`src/rtl/multicycle_controller.sv`:
```
// multicycle_controller: Moore FSM sequencing fetch/decode/execute/writeback
// for the shared-ALU, single-memory multicycle datapath.
// Optional feature macro: MC_MUL_EN (builds the MULEX multiply state; when
// undefined, opcode 011100 decodes as an R-type instruction).

// ALU_decoder: maps ALUOp/Funct to the ALU operation and shift-amount select.
module ALU_decoder (
    input  logic [5:0] Funct,
    input  logic [1:0] ALUOp,
    output logic       Shamt,
    output logic [5:0] ALUControl
);
    // 00 = add (address/PC math), 01 = subtract (compare), 10 = funct field
    always_comb begin
        ALUControl = 6'b100000;
        Shamt      = 1'b0;
        case (ALUOp)
            2'b01: ALUControl = 6'b100010;
            2'b10: begin
                ALUControl = Funct;
                Shamt      = (Funct == 6'b000000) || (Funct == 6'b000010) ||
                             (Funct == 6'b000011);
            end
            default: ;
        endcase
    end
endmodule

module multicycle_controller #(
    parameter int MEM_LAT    = 0,
    parameter int MUL_CYCLES = 4
) (
    input  logic       clk,
    input  logic       reset,
    input  logic [5:0] Op,
    input  logic [5:0] Funct,
    input  logic       Zero,
    output logic       PCEn,
    output logic       IorD,
    output logic       IRWrite,
    output logic       MemWrite,
    output logic       RegWrite,
    output logic       RegDst,
    output logic       MemtoReg,
    output logic       ALUSrcA,
    output logic [1:0] ALUSrcB,
    output logic [1:0] PCSrc,
    output logic       Shamt,
    output logic [5:0] ALUControl,
    output logic       Busy,
    output logic       Illegal,
    output logic [3:0] State
);
    typedef enum logic [3:0] {
        S_FETCH = 4'd0, S_DECODE = 4'd1, S_MEMADR = 4'd2, S_MEMRD = 4'd3,
        S_MEMWB = 4'd4, S_MEMWR = 4'd5, S_RTEX = 4'd6, S_ALUWB = 4'd7,
        S_BEQ = 4'd8, S_BNE = 4'd9, S_ADDIEX = 4'd10, S_ADDIWB = 4'd11,
        S_JUMP = 4'd12, S_MULEX = 4'd13, S_NOP = 4'd14, S_TRAP = 4'd15
    } state_t;

    localparam logic [5:0] OP_LW   = 6'b100011;
    localparam logic [5:0] OP_SW   = 6'b101011;
    localparam logic [5:0] OP_RT   = 6'b000000;
    localparam logic [5:0] OP_BEQ  = 6'b000100;
    localparam logic [5:0] OP_BNE  = 6'b000101;
    localparam logic [5:0] OP_ADDI = 6'b001000;
    localparam logic [5:0] OP_J    = 6'b000010;
    localparam logic [5:0] OP_MUL  = 6'b011100;
    localparam logic [5:0] OP_NOP  = 6'b111000;

    localparam logic [3:0] LAST_MEM = 4'(MEM_LAT);
    localparam logic [3:0] LAST_MUL = 4'(MUL_CYCLES - 1);

    state_t     r_state;
    logic [3:0] r_cnt;

    logic       w_mem_last, w_mul_last;
    logic       w_pcwrite, w_branch, w_branch2, w_irwrite, w_memwrite, w_regwrite;
    logic       w_iord, w_regdst, w_memtoreg, w_alusrca, w_busy;
    logic [1:0] w_alusrcb, w_pcsrc, w_aluop;

    assign w_mem_last = (r_cnt == LAST_MEM);
    assign w_mul_last = (r_cnt == LAST_MUL);

    // State register plus shared wait counter; the counter resets to 0 on
    // any cycle that does not stay in a counted state.
    always_ff @(posedge clk or posedge reset) begin
        if (reset) begin
            r_state <= S_FETCH;
            r_cnt   <= '0;
        end else begin
            r_cnt <= '0;
            case (r_state)
                S_FETCH:  if (w_mem_last) r_state <= S_DECODE; else r_cnt <= r_cnt + 4'd1;
                S_DECODE: begin
                    case (Op)
                        OP_LW, OP_SW: r_state <= S_MEMADR;
                        OP_RT:        r_state <= S_RTEX;
                        OP_BEQ:       r_state <= S_BEQ;
                        OP_BNE:       r_state <= S_BNE;
                        OP_ADDI:      r_state <= S_ADDIEX;
                        OP_J:         r_state <= S_JUMP;
`ifdef MC_MUL_EN
                        OP_MUL:       r_state <= S_MULEX;
`else
                        OP_MUL:       r_state <= S_RTEX;
`endif
                        OP_NOP:       r_state <= S_NOP;
                        default:      r_state <= S_TRAP;
                    endcase
                end
                S_MEMADR: r_state <= (Op == OP_SW) ? S_MEMWR : S_MEMRD;
                S_MEMRD:  if (w_mem_last) r_state <= S_MEMWB; else r_cnt <= r_cnt + 4'd1;
                S_MEMWR:  if (w_mem_last) r_state <= S_FETCH; else r_cnt <= r_cnt + 4'd1;
                S_RTEX:   r_state <= S_ALUWB;
`ifdef MC_MUL_EN
                S_MULEX:  if (w_mul_last) r_state <= S_ALUWB; else r_cnt <= r_cnt + 4'd1;
`endif
                S_ADDIEX: r_state <= S_ADDIWB;
                S_TRAP:   r_state <= S_TRAP;
                default:  r_state <= S_FETCH;
            endcase
        end
    end

    // Moore output decode from state and counter
    always_comb begin
        w_pcwrite  = 1'b0;
        w_branch   = 1'b0;
        w_branch2  = 1'b0;
        w_irwrite  = 1'b0;
        w_memwrite = 1'b0;
        w_regwrite = 1'b0;
        w_iord     = 1'b0;
        w_regdst   = 1'b0;
        w_memtoreg = 1'b0;
        w_alusrca  = 1'b0;
        w_alusrcb  = 2'b00;
        w_pcsrc    = 2'b00;
        w_aluop    = 2'b00;
        w_busy     = 1'b0;
        case (r_state)
            S_FETCH: begin
                w_alusrcb = 2'b01;
                w_irwrite = w_mem_last;
                w_pcwrite = w_mem_last;
                w_busy    = ~w_mem_last;
            end
            S_DECODE: w_alusrcb = 2'b11;
            S_MEMADR, S_ADDIEX: begin
                w_alusrca = 1'b1;
                w_alusrcb = 2'b10;
            end
            S_MEMRD: begin
                w_iord = 1'b1;
                w_busy = ~w_mem_last;
            end
            S_MEMWR: begin
                w_iord     = 1'b1;
                w_memwrite = 1'b1;
                w_busy     = ~w_mem_last;
            end
            S_MEMWB: begin
                w_regwrite = 1'b1;
                w_memtoreg = 1'b1;
            end
            S_RTEX: begin
                w_alusrca = 1'b1;
                w_aluop   = 2'b10;
            end
            // unreachable when the multiplier is not built
            S_MULEX: begin
                w_alusrca = 1'b1;
                w_aluop   = 2'b10;
                w_busy    = ~w_mul_last;
            end
            S_ALUWB: begin
                w_regwrite = 1'b1;
                w_regdst   = 1'b1;
            end
            S_ADDIWB: w_regwrite = 1'b1;
            S_BEQ, S_BNE: begin
                w_alusrca = 1'b1;
                w_aluop   = 2'b01;
                w_pcsrc   = 2'b01;
                w_branch  = (r_state == S_BEQ);
                w_branch2 = (r_state == S_BNE);
            end
            S_JUMP: begin
                w_pcsrc   = 2'b10;
                w_pcwrite = 1'b1;
            end
            default: ;
        endcase
    end

    // Enables are gated by reset so an aborted write cannot leak past the
    // reset edge; selects already show FETCH values because state clears async.
    assign PCEn     = ~reset & (w_pcwrite | (w_branch & Zero) | (w_branch2 & ~Zero));
    assign IRWrite  = ~reset & w_irwrite;
    assign MemWrite = ~reset & w_memwrite;
    assign RegWrite = ~reset & w_regwrite;
    assign Busy     = ~reset & w_busy;
    assign IorD     = w_iord;
    assign RegDst   = w_regdst;
    assign MemtoReg = w_memtoreg;
    assign ALUSrcA  = w_alusrca;
    assign ALUSrcB  = w_alusrcb;
    assign PCSrc    = w_pcsrc;
    assign Illegal  = (r_state == S_TRAP);
    assign State    = r_state;

    ALU_decoder u_alu_dec (
        .Funct      (Funct),
        .ALUOp      (w_aluop),
        .Shamt      (Shamt),
        .ALUControl (ALUControl)
    );
endmodule

```
`config.mk`:
```
export PLATFORM = sky130hd
export DESIGN_NAME = multicycle_controller
export DESIGN_NICKNAME = d
export VERILOG_FILES = /design/src/rtl/multicycle_controller.sv
export SDC_FILE = /design/constraint.sdc
export NUM_CORES = 1
export LEC_CHECK = 0
export BUFFER_PORTS_ARGS = -buffer_cell sky130_fd_sc_hd__buf_4
export CELL_PAD_IN_SITES_DETAIL_PLACEMENT = 1
export CELL_PAD_IN_SITES_GLOBAL_PLACEMENT = 1
export CORE_MARGIN = 8
export CORE_UTILIZATION = 30
export DETAILED_ROUTE_END_ITERATION = 16
export GPL_ROUTABILITY_DRIVEN = 0
export PLACE_DENSITY_LB_ADDON = 0.1
export SETUP_SLACK_MARGIN = 0.1
export SLEW_MARGIN = 10
export SYNTH_ARGS = -nofsm -noshare
export SYNTH_HDL_FRONTEND = slang
export SYNTH_SLANG_ARGS = --single-unit
```
`constraint.sdc`:
```
create_clock -name clk -period 2 [get_ports clk]
set_input_delay 0.1 -clock clk [delete_from_list [all_inputs] [get_ports clk]]
set_output_delay 0.1 -clock clk [all_outputs]
set_load 0.02 [all_outputs]
```
==> results.tsv, run 1 <==
stage	metric	value	unit
run_status	outcome	finished, violations left	
run_status	failing checks	negative setup slack	
worst_setup_path	worst path cell trace	nor2b_4 -> nand2_2 -> o21ai_4 -> and2_4 -> ha_4 -> or4b_4 -> nor3_4 -> buf_6	
worst_setup_path	critical path's slowest cell	or4b_4	
worst_setup_path	Startpoint Class	flop	
drt	First-pass DRT Iterations	4	
cells_and_area	Nets	212	
clock_network	Root Driver	clkbuf_4	
placement	placed standard-cell area	0.001384	mm2
cells_and_area	fin cells	237	
synthesis	#FFs+latches synth	8	
hold_path	worst hold path class	input pin to flop	
placement	port bufs	39	
drt	via count	1260	
global_route	number of global-route vias before repair	1265	
worst_setup_path	slowest stage delay, CP	0.47	ns
power	combinational share of power	81.5	%
floorplan	io pins	40	
sta	post-layout min period	2.109	ns
synthesis	Avg Cell Area, Syn	7.322	um2
power	switching share of power	48.31	%
floorplan	Initial Util	30.34	%
power	Lkg Pwr	0.7678	nW
sta	final-report hold violation count	0	
synthesis	post-synth top area share	20.25	%
synthesis	Main synth FF type	dfrtp_1	
power	part of the power in registers	12.7	%
placement	Final HPWL DP	2889	um
clock_network	clock latency on the worst-skew pair	0.25	ns
sta	final period utilization	105.5	%
sta	Final setup viols	3	
worst_setup_path	Req. time, crit path	1.90	ns
global_route	Total Routing Usage GR	13.64	%
power	Peak VDD IR	0.4206	mV
synthesis	biggest area consumer among synthesized cells	dfrtp_1	
clock_network	CTS tree	done	
synthesis	number of synthesized flops with an enable pin	0	
clock_network	CTS Sinks	8	
drt	Vias/cell	5.316	
power	Net Switching	1.081	mW
drt	1st-iter DRT viols	42	
placement	placed cells	217	
floorplan	core area	0.003258	mm2
synthesis	Synth Instances	135	
clock_network	Worst-path clk slew	0.05	ns
worst_setup_path	critical path class	flop to primary output	
drt	number of routed nets with antenna violations	0	
global_route	first-pass GRT wire length	5885	um
worst_setup_path	CP endpoint kind	primary output	
worst_setup_path	Worst Path Max Fanout	4	
floorplan	Die H	73.40	um
drt	drt total wl	4057	um
synthesis	Unique masters post-synth	44	
floorplan	Die X	73.40	um
synthesis	Synth area leaders	dfrtp_1 20%, nor2_1 6.5%, ha_1 6.3%	
sta	Fin Hold WS	0.1917	ns
clock_network	htree depth	1	
cells_and_area	fin util	53.61	%
clock_network	CTS buffer count	3	
sta	RSZ-0062 raised after global routing	true	
cells_and_area	area grow syn2layout	76.71	%
cells_and_area	most frequent cells in the layout	50 x buf_4, 12 x nor2_1, 8 x nand2_1, 8 x and2_1, 8 x buf_6	
synthesis	mapped cell area	988.4	um2
cells_and_area	fin area	0.001747	mm2
sta	Slew HR	75.15	%
cells_and_area	share of layout cells above drive strength 1	52.36	%
floorplan	Rows	21	
cells_and_area	most common cell after layout, fill and taps aside	buf_4	
power	cell-internal power	1.157	mW
synthesis	warnings from Yosys	0	
power	clock share of power	5.8	%
worst_setup_path	Worst EP arrival	2.01	ns
synthesis	Synth Net Count	155	
cells_and_area	ANT cells	0	
global_route	largest net degree at the start of global routing	17	
job	Max Cap Viol	0	
floorplan	die area	0.005388	mm2
synthesis	fraction of registers with async set/reset	100.0	%
global_route	initial antenna violation count	0	
global_route	GR Overflow Total	0	
drt	wire per inst	17.12	um
clock_network	clk buf depth	2	
sta	Slew @ Worst Pin	0.3728	ns
synthesis	Seq/Total Area, Yosys	20.25	%
power	Power Density	1281	mW/mm2
sta	clk_skew	0.003218	ns
drt	drc violations	0	
sta	Max Fclk	0.4741	GHz
sta	post-route setup slack	-0.1091	ns
sta	final count of pins violating max slew	0	
==> what timing repair did <==
item / 4_1_cts / 5_1_grt
pin swaps: 4 / 15
gates resized for setup: 11 / 38
hold endpoints to repair: 8 / 0
setup buffers: 7 / 8
hold buffers: 1 / 0
setup endpoints to repair: 5 / 15
gates cloned: 0 / 0
==> synth_stat cells (all sizes together) (2+ instances only) <==
library cell	n
nor2	17
nand2	12
and2	9
dfrtp	8
nor3	8
o21ai	7
clkbuf	6
and3	5
ha	5
inv	5
nand2b	5
a21oi	4
buf	4
a211o	3
nand3	3
nand4	3
a2bb2oi	2
a31oi	2
nor2b	2
or4b	2
xnor2	2
xor2	2
==> flip-flops by register name, summed over array words and instances, names as in the netlist <==
name	flops
r_cnt	4
State	4
==> kinds of logic after synthesis <==
logic type      share of synthesized area, %
xor+xnor                               3.545
simple gates                           37.21
flops                                  20.25
buf+inv                                6.708
fa+ha+maj                              6.329
mux                                    1.013
compound gates                         24.94
==> power groups by stage <==
stage	clock network [mW]	registers, mW	logic, mW
6_report	0.129	0.284	1.82
4_1_cts	0.133	0.266	1.46
3_3_place_gp	0	0.267	1.30
2_1_floorplan	0	0.291	0.858
3_5_place_dp	0	0.273	1.31
5_1_grt	0.137	0.294	1.95
==> worst max-delay path, delay by kind of cell (launching register included) <==
family | cells | cell delay (ns)
DFF | 1 | 0.45
and+or+nand+nor | 5 | 0.98
adders and majority gates | 1 | 0.12
AOI/OAI and AO/OA | 1 | 0.07
buffers and inverters | 1 | 0.14
==> final timing paths <==
kind                       slack, ns      from        to  cells after the start
setup reg to reg                0.06  State[1]  State[2]                     10
max in group asynchronous       1.33     reset  State[2]                      3
min in group asynchronous       0.42     reset  State[0]                      3
setup / recovery               -0.11  State[1]     Shamt                      8
hold / removal                  0.19     Op[3]  State[1]                      3
hold reg to reg                 0.54  r_cnt[0]  r_cnt[0]                      2
==> cell type report <==
cell class | count | area (um2)
Clock buffer | 4 | 26.28
Fill cell | 403 | 1511
Inverter | 5 | 22.52
Multi-Input combinational cell | 112 | 900.9
Sequential cell | 8 | 203.9
Tap cell | 46 | 57.56
Timing Repair Buffer | 62 | 535.5
==> per-layer routing <==
metal | routed length, um | vias up | global-route usage, %
li1 | - | 604 | -
met1 | 1551 | 611 | 14.68
met2 | 2240 | 39 | 27.21
met3 | 211 | 6 | 2.456
met4 | 53 | 0 | 1.330
met5 | 0 | - | 0
==> stage by stage <==
step	setup TNS (ns)	power (mW)	setup slack, ns
4_1_cts	-0.08752	1.859	-0.08752
6_report	-0.1450	2.238	-0.1091
2_1_floorplan	-0.02924	1.148	-0.02924
3_3_place_gp	0	1.567	0.1109
5_1_grt	-0.4870	2.383	-0.1832
3_5_place_dp	0	1.585	0.07360
Power figures use the tool's default switching activity.
==> run 2: changes to the inputs <==
Settings changed: GPL_ROUTABILITY_DRIVEN 0 to not set, PLACE_DENSITY_LB_ADDON 0.1 to 0.3.
==> run 2 against run 1 <==
  * The run still ends with negative setup slack left
  * Final cell count is 0.84% higher
  * Die area unchanged
  * Final area shrank 4.7%
  * Wire length is 4.9% higher
==> results.tsv, run 2 (synthesis gave the netlist of run 1 again) <==
stage	metric	value	unit
placement	port bufs	39	
power	combinational share of power	80.8	%
cells_and_area	Nets	214	
floorplan	die area	0.005388	mm2
worst_setup_path	cell family with most CP delay	simple AND/OR/NAND/NOR gates	
drt	1st-iter DRT viols	51	
worst_setup_path	Startpoint Class	flop	
global_route	largest net degree at the start of global routing	14	
worst_setup_path	Worst Path Max Fanout	5	
sta	Fin Hold WS	0.1910	ns
clock_network	CTS buffer count	3	
drt	uppermost layer routed	met4	
power	Lkg Pwr	0.7517	nW
global_route	first-pass GRT wire length	6223	um
global_route	Total Routing Usage GR	14.67	%
power	part of the power in registers	12.8	%
clock_network	Root Driver	clkbuf_4	
drt	metal3 WL	112	um
clock_network	clk buf depth	2	
cells_and_area	fin cells	239	
run_status	outcome	finished, violations left	
clock_network	htree depth	1	
drt	Vias/cell	5.343	
worst_setup_path	critical path class	flop to primary output	
placement	routability cong.	0.8075	
worst_setup_path	Req. time, crit path	1.90	ns
sta	final period utilization	107.2	%
global_route	number of global-route vias before repair	1304	
cells_and_area	share of layout cells above drive strength 1	47.67	%
power	Net Switching	1.068	mW
power	Peak VDD IR	0.3239	mV
floorplan	Die H	73.40	um
power	Power Density	1312	mW/mm2
sta	post-route setup slack	-0.1443	ns
floorplan	Die X	73.40	um
floorplan	Rows	21	
clock_network	CTS tree	done	
job	Max Cap Viol	0	
floorplan	core area	0.003258	mm2
worst_setup_path	CP endpoint kind	primary output	
clock_network	clock latency on the worst-skew pair	0.27	ns
sta	clk_skew	0.003181	ns
worst_setup_path	worst path cell trace	nor2b_4 -> nand2_2 -> o21ai_2 -> and2_1 -> ha_2 -> or4b_4 -> nor3_4 -> buf_6	
placement	Final HPWL DP	2907	um
drt	via count	1277	
cells_and_area	most frequent cells in the layout	56 x buf_4, 14 x nor2_1, 11 x nand2_1	
global_route	initial antenna violation count	0	
sta	final count of pins violating max slew	0	
power	switching share of power	48.88	%
placement	placed cells	217	
drt	number of routed nets with antenna violations	0	
drt	met2 WL	2278	um
sta	Max Fclk	0.4663	GHz
hold_path	worst hold path class	input pin to flop	
sta	Slew @ Worst Pin	0.3927	ns
cells_and_area	most common cell after layout, fill and taps aside	buf_4	
global_route	GR Overflow Total	0	
floorplan	io pins	40	
sta	Slew HR	73.48	%
worst_setup_path	Worst EP arrival	2.04	ns
drt	drt total wl	4255	um
drt	First-pass DRT Iterations	4	
cells_and_area	area grow syn2layout	68.48	%
drt	WL met1	1845	um
worst_setup_path	slowest stage delay, CP	0.47	ns
sta	RSZ-0062 raised after global routing	true	
worst_setup_path	Critical path buffers and inverters	1	
sta	post-layout min period	2.144	ns
drt	drc violations	0	
sta	final-report hold violation count	0	
clock_network	Worst-path clk slew	0.06	ns
worst_setup_path	critical path's slowest cell	dfrtp_2	
cells_and_area	ANT cells	0	
power	cell-internal power	1.117	mW
power	clock share of power	6.5	%
drt	wire per inst	17.80	um
power	Pwr Total	2.184	mW
floorplan	Initial Util	30.34	%
clock_network	CTS Sinks	8	
sta	Final setup viols	1	
run_status	failing checks	negative setup slack	
cells_and_area	fin util	51.11	%
-- run 2: cell types whose count changed in the layout (fill, tap and decap cells not counted), moves of 2 or more --
cell     change
buf_6        -3
nand2_2      -2
buf_4        +6
nand2_1      +3
ha_4         -2
nor2_1       +2
-- run 2: power groups by stage --
| stage | clock, mW | combinational [mW] | sequential, mW |
|---|---|---|---|
| 6_report | 0.141 | 1.76 | 0.279 |
| 5_1_grt | 0.144 | 1.88 | 0.286 |
| 4_1_cts | 0.140 | 1.48 | 0.280 |
| 3_5_place_dp | 0 | 1.30 | 0.294 |
| 3_3_place_gp | 0 | 1.27 | 0.290 |
| 2_1_floorplan | 0 | 0.858 | 0.291 |
-- run 2: repair_timing --
item,CTS,global route
resized for setup,7,21
setup buffers,9,8
cloned,0,0
pin swaps,4,8
endpoints found under the hold margin,8,0
hold buffers,1,0
endpoints found under the setup margin,9,16
-- run 2: path summary, 6_finish.rpt --
path | to | start | slack [ns] | depth (start not counted)
worst max-delay path | Shamt | State[1] | -0.14 | 8
worst min-delay path | State[1] | Op[3] | 0.19 | 3
worst max register to register | State[2] | State[1] | 0.14 | 9
min in group asynchronous | r_cnt[3] | reset | 0.42 | 3
max in group asynchronous | State[2] | reset | 1.32 | 3
worst min register to register | r_cnt[0] | r_cnt[0] | 0.54 | 1
-- run 2: per-layer routing --
metal / vias up / global-route usage (%)
li1: 604 / -
met2: 39 / 27.71
met5: - / 0
met3: 2 / 1.364
met4: 0 / 3.991
met1: 632 / 16.84
-- run 2: worst reg2reg max path: stages (launching register included) --
cell	delay [ns]
dfrtp_2	0.45
buf_4	0.15
buf_6	0.10
buf_12	0.09
buf_6	0.12
buf_4	0.14
nor2_1	0.05
a311o_1	0.37
o22ai_1	0.16
o2bb2ai_1	0.14
-- run 2: layout make-up --
cell class | instances | area, um2
clock buffer | 4 | 26.28
fill | 415 | 1593
inverter | 5 | 22.52
multi-input combinational | 112 | 828.3
sequential | 8 | 203.9
tap | 46 | 57.56
timing repair buffer | 64 | 526.8
-- run 2: per-stage QoR --
stage	cell area (um2)	setup WS, ns	setup TNS (ns)
after global placement	1384	0.08159	0
after CTS	1520	-0.1211	-0.1511
final	1665	-0.1443	-0.1443
after global routing	1665	-0.2098	-0.2597
after detailed placement	1384	0.05402	0
after floorplan	1057	-0.02924	-0.02924
==> run 3: changes to the inputs <==
==> constraint.sdc (replaced) <==
create_clock -name clk -period 1.7 [get_ports clk]
set_input_delay 0.085 -clock clk [delete_from_list [all_inputs] [get_ports clk]]
set_output_delay 0.085 -clock clk [all_outputs]
set_load 0.01 [all_outputs]
==> run 3 against run 2 <==
  * The flow still finishes with violations (negative setup slack)
  * Global-route usage up 2.6 points
  * Clock power up 19%
  * Final cell count up 2.9%
  * Non-clock buffer count up 7
  * Combinational power up 31%
  * Largest power group unchanged
==> results.tsv, run 3 (synthesis gave the netlist of run 1 again) <==
stage	metric	value	unit
run_status	outcome	finished, violations left	
run_status	failing checks	negative setup slack	
clock_network	Worst-path clk slew	0.07	ns
clock_network	htree depth	1	
drt	number of routed nets with antenna violations	0	
power	Pwr Total	2.795	mW
cells_and_area	share of layout cells above drive strength 1	56.50	%
sta	Slew @ Worst Pin	0.3791	ns
worst_setup_path	CP Launch Point	State[1]	
global_route	largest net degree at the start of global routing	22	
power	clock share of power	6.0	%
sta	post-layout min period	2.132	ns
cells_and_area	storage element area	202.7	um2
placement	port bufs	39	
power	Power Density	1546	mW/mm2
sta	final-report hold violation count	0	
sta	final period utilization	125.4	%
cells_and_area	Multi-input gate area	919.6	um2
floorplan	Die X	73.40	um
hold_path	worst hold path class	input pin to flop	
sta	Max Fclk	0.4691	GHz
clock_network	CTS buffer count	3	
clock_network	clk buf depth	2	
floorplan	Initial Util	30.34	%
power	switching share of power	46.79	%
placement	placed cells	226	
power	Lkg Pwr	0.8147	nW
sta	Final setup viols	18	
cells_and_area	most common cell after layout, fill and taps aside	buf_4	
sta	clk_skew	0.01030	ns
global_route	first-pass GRT wire length	7231	um
drt	drt total wl	4861	um
drt	wire per inst	19.76	um
job	Max Cap Viol	0	
cells_and_area	fin cells	246	
drt	1st-iter DRT viols	51	
sta	final count of pins violating max slew	0	
worst_setup_path	CP endpoint kind	primary output	
worst_setup_path	Worst EP arrival	2.05	ns
clock_network	CTS Sinks	8	
floorplan	die area	0.005388	mm2
global_route	GR Overflow Total	0	
hold_path	hold_sp	Op[3]	
worst_setup_path	worst flop-to-flop path endpoint	r_cnt[3]	
floorplan	Die H	73.40	um
global_route	initial antenna violation count	0	
sta	RSZ-0062 raised after global routing	true	
worst_setup_path	Worst Path Max Fanout	5	
power	cell-internal power	1.488	mW
hold_path	hold depth	3	
global_route	Total Routing Usage GR	17.23	%
cells_and_area	most frequent cells in the layout	63 x buf_4, 9 x nand2_1, 9 x nor2_1	
floorplan	core area	0.003258	mm2
power	part of the power in registers	11.6	%
worst_setup_path	Reg-to-Reg Start	State[1]	
clock_network	CTS tree	done	
sta	Slew HR	74.40	%
worst_setup_path	Reg2Reg Setup Slack	-0.23	ns
worst_setup_path	Startpoint Class	flop	
drt	First-pass DRT Iterations	5	
cells_and_area	ANT cells	0	
placement	Final HPWL DP	2996	um
worst_setup_path	Req. time, crit path	1.62	ns
cells_and_area	fin area	0.001808	mm2
worst_setup_path	critical path class	flop to primary output	
drt	via count	1305	
clock_network	Root Driver	clkbuf_4	
drt	drc violations	0	
floorplan	Rows	21	
global_route	number of global-route vias before repair	1410	
placement	placed standard-cell area	0.001461	mm2
cells_and_area	area grow syn2layout	82.91	%
power	Net Switching	1.308	mW
drt	Vias/cell	5.305	
clock_network	clock latency on the worst-skew pair	0.26	ns
hold_path	sink of the worst hold path	State[1]	
floorplan	io pins	40	
cells_and_area	Nets	221	
cells_and_area	fillcell total	410	
worst_setup_path	R2R depth	11	
power	combinational share of power	82.4	%
sta	post-route setup slack	-0.4320	ns
placement	routability cong.	0.7985	
power	Peak VDD IR	0.5053	mV
[run 3: cell count changes in the layout (fill, tap and decap cells not counted), sizes merged]
| cell | previous run | this run |
|---|---|---|
| inv | 4 | 5 |
| buf | 63 | 70 |
| clkinvlp | 1 | 0 |
[run 3: per-layer routing]
layer  GRT usage [%]  vias up  part of all wire, %
li1                -      617                    -
met1           18.81      637                   40
met2           32.87       47                   54
met3           2.592        4                  5.1
met4           5.100        0                 0.82
met5               0        -                    0
[run 3: layout make-up]
| type | count | area share (%) |
|---|---|---|
| tap | 46 | 3.183 |
| clock buffer | 4 | 1.453 |
| timing repair buffer | 71 | 32.25 |
| multi-input combinational | 112 | 50.87 |
| inverter | 5 | 1.038 |
| sequential | 8 | 11.21 |
[run 3: metrics by stage]
stage | worst slack (ns) | hold slack (ns) | TNS, ns | utilization (%)
after floorplan | -0.2106 | -0.09941 | -0.2106 | -
after global routing | -0.4827 | 0.1866 | -4.395 | 55.49
after detailed placement | -0.2228 | 0.09283 | -0.2228 | 44.85
after global placement | -0.1465 | 0.09795 | -0.1465 | 44.85
final | -0.4320 | 0.1722 | -3.276 | 55.49
after CTS | -0.3623 | 0.1619 | -1.679 | 51.69
[run 3: worst max-delay path, stage by stage (launching register included)]
cell and delay, ns:
dfrtp_2 0.48, nor2b_4 0.16, nand2_2 0.07, o21ai_2 0.07, and2_4 0.17, ha_4 0.12
or4b_4 0.46, nor3_4 0.13, buf_6 0.12
[run 3: power by group through the flow]
stage	logic [mW]	registers, mW	clock network, mW
floorplan	0.909	0.307	0
CTS	1.93	0.305	0.163
global placement	1.50	0.301	0
detailed placement	1.54	0.312	0
finish	2.30	0.324	0.168
global route	2.45	0.324	0.183
[run 3: repair_timing]
action                                 CTS  global route
setup buffers                           12             3
resized for setup                       23            24
hold buffers                             1             0
cloned                                   0             0
pin swaps                                6             9
endpoints found under the hold margin    8             0
setup endpoints to repair               13            25
[run 3: how the worst max path moves through the flow]
stage | to | cells after the start | slack, ns
after CTS | Shamt | 8 | -0.36
final | Shamt | 8 | -0.43
after global placement | Shamt | 7 | -0.15
after detailed placement | Shamt | 8 | -0.22
after global routing | Shamt | 8 | -0.48
after floorplan | Shamt | 8 | -0.21
